## config.mk

```make
export PLATFORM = sky130hd
export DESIGN_NAME = palette_bank
export DESIGN_NICKNAME = d
export VERILOG_FILES = /design/src/rtl/palette_pkg.sv /design/src/rtl/palette_flash_ctr.sv /design/src/rtl/palette_bank.sv
export SDC_FILE = /design/constraint.sdc
export NUM_CORES = 1
export LEC_CHECK = 0
export CAP_MARGIN = 20
export CORE_MARGIN = 10
export CORE_UTILIZATION = 55
export CTS_BUF_LIST = sky130_fd_sc_hd__clkbuf_4 sky130_fd_sc_hd__clkbuf_8
export DETAILED_ROUTE_END_ITERATION = 12
export PLACE_DENSITY = 0.78
export SLEW_MARGIN = 30
export SYNTH_ARGS = -nofsm -noshare
export SYNTH_HDL_FRONTEND = slang
export SYNTH_HIERARCHICAL = 1
export SYNTH_SLANG_ARGS = --single-unit
```

## constraint.sdc

```tcl
create_clock -name i_clk -period 9.55 [get_ports i_clk]
set_clock_uncertainty 0.2 [all_clocks]
set_input_delay 1.91 -clock i_clk [delete_from_list [all_inputs] [get_ports i_clk]]
set_output_delay 1.91 -clock i_clk [all_outputs]
set_load 0.03 [all_outputs]
```

## src/rtl/palette_pkg.sv

```systemverilog
// Shared types and constants for the runtime-writable palette lookup.
package palette_pkg;

  typedef struct packed {
    logic [7:0] r;
    logic [7:0] g;
    logic [7:0] b;
  } rgb_t;

  localparam int TRANSPARENT_IDX = 0;

  typedef enum logic {
    INIT = 1'b0,
    RUN  = 1'b1
  } state_t;

  localparam logic [23:0] FLASH_COLOR_DEFAULT = 24'hFFFFFF;

endpackage

```

## src/rtl/palette_flash_ctr.sv

```systemverilog
// Per-palette frame-counted flash timer: a load restarts it, each frame tick
// counts it down to zero; odd counts are the flash "on" phase.
module palette_flash_ctr #(
  parameter int FLASH_FRAMES = 8
) (
  input  logic clk,
  input  logic rst_n,
  input  logic load,
  input  logic tick,
  output logic active,
  output logic odd
);

  logic [7:0] cnt;

  // A load in the same cycle as a frame tick takes priority.
  always_ff @(posedge clk) begin
    if (!rst_n) begin
      cnt <= '0;
    end else if (load) begin
      cnt <= 8'(FLASH_FRAMES);
    end else if (tick && cnt != 8'd0) begin
      cnt <= cnt - 8'd1;
    end
  end

  assign active = (cnt != 8'd0);
  assign odd    = cnt[0];

endmodule

```

## src/rtl/palette_bank.sv

```systemverilog
// Multi-palette colour lookup: boot-time clear, runtime entry writes,
// 2-cycle pixel lookup with transparent index 0 and per-palette flash.
module palette_bank
  import palette_pkg::*;
#(
  parameter int          NUM_PAL      = 4,
  parameter int          IDX_W        = 4,
  parameter int          FLASH_FRAMES = 8,
  parameter logic [23:0] FLASH_COLOR  = FLASH_COLOR_DEFAULT,
  localparam int         PAL_W        = (NUM_PAL > 1) ? $clog2(NUM_PAL) : 1
) (
  input  logic               i_clk,
  input  logic               i_rst_n,
  input  logic               i_frame_start,
  input  logic               i_valid,
  input  logic [PAL_W-1:0]   i_pal_sel,
  input  logic [IDX_W-1:0]   i_idx,
  output logic               o_valid,
  output logic [23:0]        o_color,
  output logic               o_opaque,
  input  logic               i_wr_en,
  input  logic [PAL_W-1:0]   i_wr_pal,
  input  logic [IDX_W-1:0]   i_wr_idx,
  input  logic [23:0]        i_wr_color,
  output logic               o_wr_ready,
  input  logic [NUM_PAL-1:0] i_flash_trig,
  output logic [NUM_PAL-1:0] o_flash_active,
  output state_t             o_state
);

  localparam int ENTRIES = 2 ** IDX_W;
  localparam int DEPTH   = NUM_PAL * ENTRIES;
  localparam int AW      = PAL_W + IDX_W;
  localparam logic [AW-1:0]  LAST_ADDR = AW'(DEPTH - 1);
  localparam logic [PAL_W:0] NUM_PAL_L = (PAL_W + 1)'(NUM_PAL);

  // ---------------- clear sequencer FSM ----------------
  state_t        state, state_nxt;
  logic [AW-1:0] clr_addr;
  logic          clr_we;
  logic          wr_ready;

  always_ff @(posedge i_clk) begin
    if (!i_rst_n) begin
      state    <= INIT;
      clr_addr <= '0;
    end else begin
      state <= state_nxt;
      if (state == INIT) begin
        clr_addr <= clr_addr + AW'(1);
      end
    end
  end

  always_comb begin
    state_nxt = state;
    case (state)
      INIT:    if (clr_addr == LAST_ADDR) state_nxt = RUN;
      RUN:     state_nxt = RUN;
      default: state_nxt = INIT;
    endcase
  end

  always_comb begin
    clr_we   = (state == INIT);
    wr_ready = (state == RUN);
  end

  assign o_wr_ready = wr_ready;
  assign o_state    = state;

  // ---------------- RAM write port ----------------
  // Write handshake: an entry is written on a clock edge where i_wr_en and
  // o_wr_ready are both high; with o_wr_ready low the request is discarded,
  // never held, and out-of-range palettes are discarded too.
  logic          wr_in_range;
  logic          ram_we;
  logic [AW-1:0] ram_waddr;
  rgb_t          ram_wdata;

  assign wr_in_range = ({1'b0, i_wr_pal} < NUM_PAL_L);

  always_comb begin
    ram_we    = 1'b0;
    ram_waddr = '0;
    ram_wdata = '0;
    if (clr_we) begin
      ram_we    = 1'b1;
      ram_waddr = clr_addr;
    end else if (i_wr_en && wr_ready && wr_in_range) begin
      ram_we    = 1'b1;
      ram_waddr = {i_wr_pal, i_wr_idx};
      ram_wdata = i_wr_color;
    end
  end

  // ---------------- stage 1: RAM read + sideband ----------------
  rgb_t          ram [DEPTH];
  rgb_t          rd_data;
  logic [AW-1:0] rd_addr;
  logic          rd_in_range;

  assign rd_in_range = ({1'b0, i_pal_sel} < NUM_PAL_L);
  assign rd_addr     = rd_in_range ? {i_pal_sel, i_idx} : '0;

  // Read-before-write: a same-address collision returns the old entry.
  always_ff @(posedge i_clk) begin
    if (ram_we) begin
      ram[ram_waddr] <= ram_wdata;
    end
    rd_data <= ram[rd_addr];
  end

  logic             s1_valid;
  logic             s1_idx_nz;
  logic [PAL_W-1:0] s1_pal;
  logic             s1_in_range;
  logic             s1_run;

  always_ff @(posedge i_clk) begin
    if (!i_rst_n) begin
      s1_valid    <= 1'b0;
      s1_idx_nz   <= 1'b0;
      s1_pal      <= '0;
      s1_in_range <= 1'b0;
      s1_run      <= 1'b0;
    end else begin
      s1_valid    <= i_valid;
      s1_idx_nz   <= (i_idx != IDX_W'(TRANSPARENT_IDX));
      s1_pal      <= i_pal_sel;
      s1_in_range <= rd_in_range;
      s1_run      <= (state == RUN);
    end
  end

  // ---------------- flash counters ----------------
  logic [NUM_PAL-1:0] flash_odd;

  for (genvar p = 0; p < NUM_PAL; p++) begin : g_flash
    palette_flash_ctr #(
      .FLASH_FRAMES(FLASH_FRAMES)
    ) u_ctr (
      .clk   (i_clk),
      .rst_n (i_rst_n),
      .load  (i_flash_trig[p]),
      .tick  (i_frame_start),
      .active(o_flash_active[p]),
      .odd   (flash_odd[p])
    );
  end

  logic sel_odd;

  always_comb begin
    sel_odd = 1'b0;
    for (int p = 0; p < NUM_PAL; p++) begin
      if (s1_pal == PAL_W'(p)) sel_odd = flash_odd[p];
    end
  end

  // ---------------- stage 2: output formation ----------------
  logic s2_opaque;

  assign s2_opaque = s1_valid && s1_idx_nz && s1_in_range && s1_run;

  always_ff @(posedge i_clk) begin
    if (!i_rst_n) begin
      o_valid  <= 1'b0;
      o_opaque <= 1'b0;
      o_color  <= '0;
    end else begin
      o_valid  <= s1_valid;
      o_opaque <= s2_opaque;
      if (!s2_opaque)   o_color <= '0;
      else if (sel_odd) o_color <= FLASH_COLOR;
      else              o_color <= rd_data;
    end
  end

endmodule

```

# Word level (Yosys, flattened, before mapping)
# Memories as Yosys holds them, arrays and structs flattened. A register that Yosys moved wholly into a read port is not among the register bits.
# Index checks and enable logic that the tools add are counted.
# Widths: inputs -> output; s select.
totals:
  output_inout_bits: 32
  ram_bits: 1536
  elab_cells: 77
  register_bits: 71
  n_memories: 1
classes:
  mux: 24
  addsub: 5
  eq_ne: 4
  n_bitwise: 2
  n_reduce_logical: 23
memory_table:
  columns: ["memory", "depth", "width", "rd", "rd_ports_with_merged_regs", "wr", "line_no", "source"]
  rows:
  - ["ram", 64, 24, 1, 1, 1, "palette_bank.sv:98", "rgb_t ram [DEPTH];"]
ops:
  columns: ["cell", "count"]
  rows:
  - ["$mux 24", 3]
  - ["$mux 4", 8]
  - ["$reduce_bool 8->1", 4]
  - ["$sub 8x1->8 const B", 4]
  - ["$mux 6", 2]
  - ["$mux 1", 10]
  - ["$logic_and 1x1->1", 8]
  - ["$reduce_bool 2->1", 4]
  - ["$reduce_or 2->1", 4]
  - ["$add 6x1->6 const B", 1]
  - ["$eq 6x6->1 const B", 1]
  - ["$eq 2x2->1 const B", 2]
  - ["$reduce_bool 4->1", 1]
  - ["$eq 2x1->1 const B", 1]
  - ["$logic_not 2->1", 1]
  - ["$not 1->1", 2]
  - ["$pmux 1 s2", 1]
  - ["$reduce_and 2->1", 1]

# Logic depth before layout (Yosys ltp)
depth:
  word_depth: 6
  ltp_mapped: 9
  ltp_nobuf: 5

# By module
# Netlist, hierarchy kept.
modules_own_cells:
  columns: ["module", "seq_area_each_um2", "cells_each", "area_each_um2", "instances"]
  rows:
  - ["palette_bank", 47385.4, 3054, 61415.2, 1]
  - ["palette_flash_ctr", 160.2, 53, 456.7, 4]

# Worst setup path after synthesis
# No wires, ideal clock.
synth_timing:
  path_kind: "input port to flip-flop"
  startpoint: "in i_wr_en"
  endpoint: "mem ram[25][0] in the netlist's numbering (enable)"
  required_time_ns: 8.945
  cell_stages: 6
  arrival_time_ns: 3.885
  n_path_buf: 1
  setup_slack_ns: 5.060
  path_cell_list: "and2_1 -> clkbuf_1 -> a21oi_1 -> nor2b_1 -> nand2_1 -> nor2_1"
synth_between:
  elab_chain_cells: 5
  elab_cells_between_ends: 7
  classes_between: "mux: 6; reduce/logical: 1"
synth_rtl:
  columns: ["element", "line_no", "source"]
  rows:
  - ["start: declaration", "palette_bank.sv:21", "input logic i_wr_en,"]
  - ["$logic_and 1x1->1 *", "palette_bank.sv:90", "end else if (i_wr_en && wr_ready && wr_in_range) begin"]
  - ["$mux 1", "palette_bank.sv:90", null]
  - ["$mux 1", "palette_bank.sv:87", "if (clr_we) begin"]
  - ["$mux 1", "palette_bank.sv:108", "if (ram_we) begin"]
  - ["$mux 1 (not written as such)", "palette_bank.sv:109", "ram[ram_waddr] <= ram_wdata;"]
  - ["end: declaration", "palette_bank.sv:98", null]
# Mark *: on every way between the ends. The rest lies on a longest branch, timed or not.

# Worst setup path after layout
layout_timing:
  startpoint: "reg g_flash[2].u_ctr.cnt[0]"
  endpoint: "out o_flash_active[2]"
layout_between:
  elab_chain_cells: 1
layout_rtl:
  columns: ["element", "line_no", "source"]
  rows:
  - ["start: declaration", "palette_flash_ctr.sv:14", "logic [7:0] cnt;"]
  - ["start signal: assignment", "palette_flash_ctr.sv:21", "cnt <= 8'(FLASH_FRAMES);"]
  - ["start signal: assignment", "palette_flash_ctr.sv:23", "cnt <= cnt - 8'd1;"]
  - ["$reduce_bool 8->1", "palette_flash_ctr.sv:27", "assign active = (cnt != 8'd0);"]
  - ["end: declaration", "palette_bank.sv:27", "output logic [NUM_PAL-1:0] o_flash_active,"]
# No other way between the ends.

==> reports/metrics.cfg <==
[outcome]
status = complete, no violations

[sta]
setup_tns_ns = 0
slew-limit-headroom_pct = 31.1
finalCritPeriodShare_pct = 52.8
finalHoldViolCount = 0
finalWorstSetupSlack_ns = 4.51
max_freq_mhz = 199
setup_viol = 0
rsz0062_at_grt = false
slew_violations = 0
worst_pin_slew_ns = 1.02
min_period_ns = 5.04

[yosys]
synth_top_family_by_area = multiplexers
synth_edf_count = 1536
synth.area.mux_share_pct = 14.8
synth-xor-area-share_pct = 0.0554
yosys_register_bits = 1631
yosys.area_share.simple_pct = 2.97
syn_inst = 3266
synthTopCellsByArea = edfxtp_1, mux4_2, mux2i_1
synth-compound-area-share_pct = 4.30
synth.most_common_cell = edfxtp_1
ys.flop_type = edfxtp_1
avgSynthCellArea_um2 = 19.4
synth_fp_nets = 3320
synth_top_cell_by_area = edfxtp_1
synth_cell_type_count = 58
ys_top_cells_by_count = edfxtp_1, mux2i_1, mux4_2
yosysTopAreaCellShare_pct = 72.9
synth-seq-area-share_pct = 75.9
synthAdderAreaFrac_pct = 0.178
yosys_warnings = 6
async_flop_share_pct = 0
syn_area_um2 = 63200

[placed_design]
hpwl_um = 88900
pre_cts_ws_ns = 3.95
place_congestion = 0.919
portBuffers = 76

[clock_tree]
clock_latency_ns = 0.91
cts_root_buffer = clkbuf_8
post-cts-setup-buffers = 0
clockBufferDepth = 3
ctsHtreeMaxLevel = 4
cts_hold_buffers = 0
cts_num_sinks = 1631
tritoncts = done
cts_inserted_buffers = 239
cts_resized = 0
clkTransAtPathRegs_ns = 0.06

[drt]
wirelength_um = 155000
vias = 33400
ant_nets = 0
drtIter0Drc = 4637
drcViolationCount = 0
wire_per_inst_um = 29.6
via_per_inst = 6.37
drtPass1Iterations = 6

[critical_path]
reg2reg_slack_ns = 6.03
arrival_ns = 2.93
path_class = reg2out
r2r_start = o_state
reg2reg_depth = 8
cp_max_fo = 7
reg2reg_to = ram[14][0]
cp-startpoint = g_flash[2].u_ctr/cnt[0]
setup.worst_path.end = o_flash_active[2]
required_ns = 7.44
critical_path.endpoint_type = output pin
start_kind = register

[die]
num_rows = 124
die_h_um = 359
ioPinCount = 77
die_w_um = 359
core_area_um2 = 114000
die_area_um2 = 129000
start_util_pct = 55.4

[layout]
fin_util_pct = 62.3
drive_above_1_share_pct = 24.1
fin_nets = 3582
synthToLayoutAreaGrowth_pct = 12.5

[grt]
grt_antenna_before_repair = 12
grt_start_max_net_pins = 130
grt_use_total_pct = 23.7
grt_pass1_vias = 33200
grt_pass1_wl_um = 228000
grt-ovfl-total = 0

[pwr]
power_density_nw_per_um2 = 201
p_leak_nw = 25.9
ir_drop_v = 0.000168

[job]
drv_cap = 0

[hold_path]
min_path_type = reg2reg

## cell usage in the layout, fill, tap and decap left out, drive strengths merged, types with 45 or more instances in the layout
master         netlist  layout
mux2i              375     375
o21ai               96      96
nor2               131     131
a22oi               77      77
nand2              141     141
a21oi               76      76
dfxtp               95      95
clkinv               0      76
buf                130     132
edfxtp            1536    1536
clkbuf              51     345
clkdlybuf4s50        0      70
a31oi               45      45
mux4               249     249
## flip-flops by register name, summed over array words and instances (netlist names)
signal	count
ram	1536
clr_addr	6
s1_pal	2
o_valid	1
o_opaque	1
s1_idx_nz	1
o_color	24
o_state	1
s1_in_range	1
g_flash.u_ctr/cnt	32
rd_data	24
s1_run	1
s1_valid	1
## through the flow
step / area (um2) / instances / hold WS [ns] / power [mW]
5_1_grt: 71100 / 5245 / 0.312 / 14.7
4_1_cts: 71100 / 5243 / 0.278 / 14.4
3_5_place_dp: 66100 / 4799 / 0.258 / 8.63
3_3_place_gp: 66100 / 4799 / 0.255 / 8.62
2_1_floorplan: 63200 / 3266 / 0.216 / 8.38
6_report: 71100 / 5246 / 0.279 / 14.3
## worst max-delay path, stage by stage (launching register included)
cell,delay (ns)
dfxtp_1,0.33
inv_1,0.11
ha_1,0.19
nor3b_1,0.60
nand2_1,0.18
clkdlybuf4s50_1,0.65
## logic make-up (layout without fill, tap and decap cells)
group / after synthesis / count (layout)
mux: 625 / 625
buf+inv: 197 / 662
other cells: 0 / 3
xor+xnor: 4 / 4
simple gates: 398 / 398
compound gates: 402 / 402
fa+ha+maj: 9 / 9
flops: 1631 / 1631
## routing by layer
metal | up-vias | wire length (um) | track usage [%]
met1 | 17100 | 57000 | 31.5
met4 | 10 | 6090 | 9.68
met2 | 2149 | 73400 | 36.6
met5 | - | 52 | 0
li1 | 13800 | - | -
met3 | 344 | 19000 | 7.07
## worst min-delay path by stage
stage / to / cells past startpoint / from / slack [ns]
3_5_place_dp: o_valid / 1 / s1_valid / 0.26
5_1_grt: o_valid / 1 / s1_valid / 0.31
3_3_place_gp: o_valid / 1 / s1_valid / 0.25
2_1_floorplan: o_color[0] / 2 / rd_data[0] / 0.22
6_report: o_valid / 1 / s1_valid / 0.28
4_1_cts: o_valid / 1 / s1_valid / 0.28
## cell type report
class / instances / area (um2)
inverters: 16 / 60.1
flip-flops and latches: 1631 / 48000
multi-input cells: 1438 / 14400
clock buffers: 345 / 4200
repair buffers: 202 / 1750
fillers: 7678 / 43100
diodes: 3 / 7.51
clock inverters: 99 / 832
well taps: 1512 / 1890
## power breakdown
| part | total [mW] | leakage, nW | switching, mW | internal, mW |
|---|---|---|---|---|
| Clock | 5.79 | 2.64 | 2.63 | 3.16 |
| Sequential | 7.81 | 17.0 | 0.0485 | 7.77 |
| Combinational | 0.682 | 6.32 | 0.424 | 0.258 |
Power figures use the tool's default switching activity.
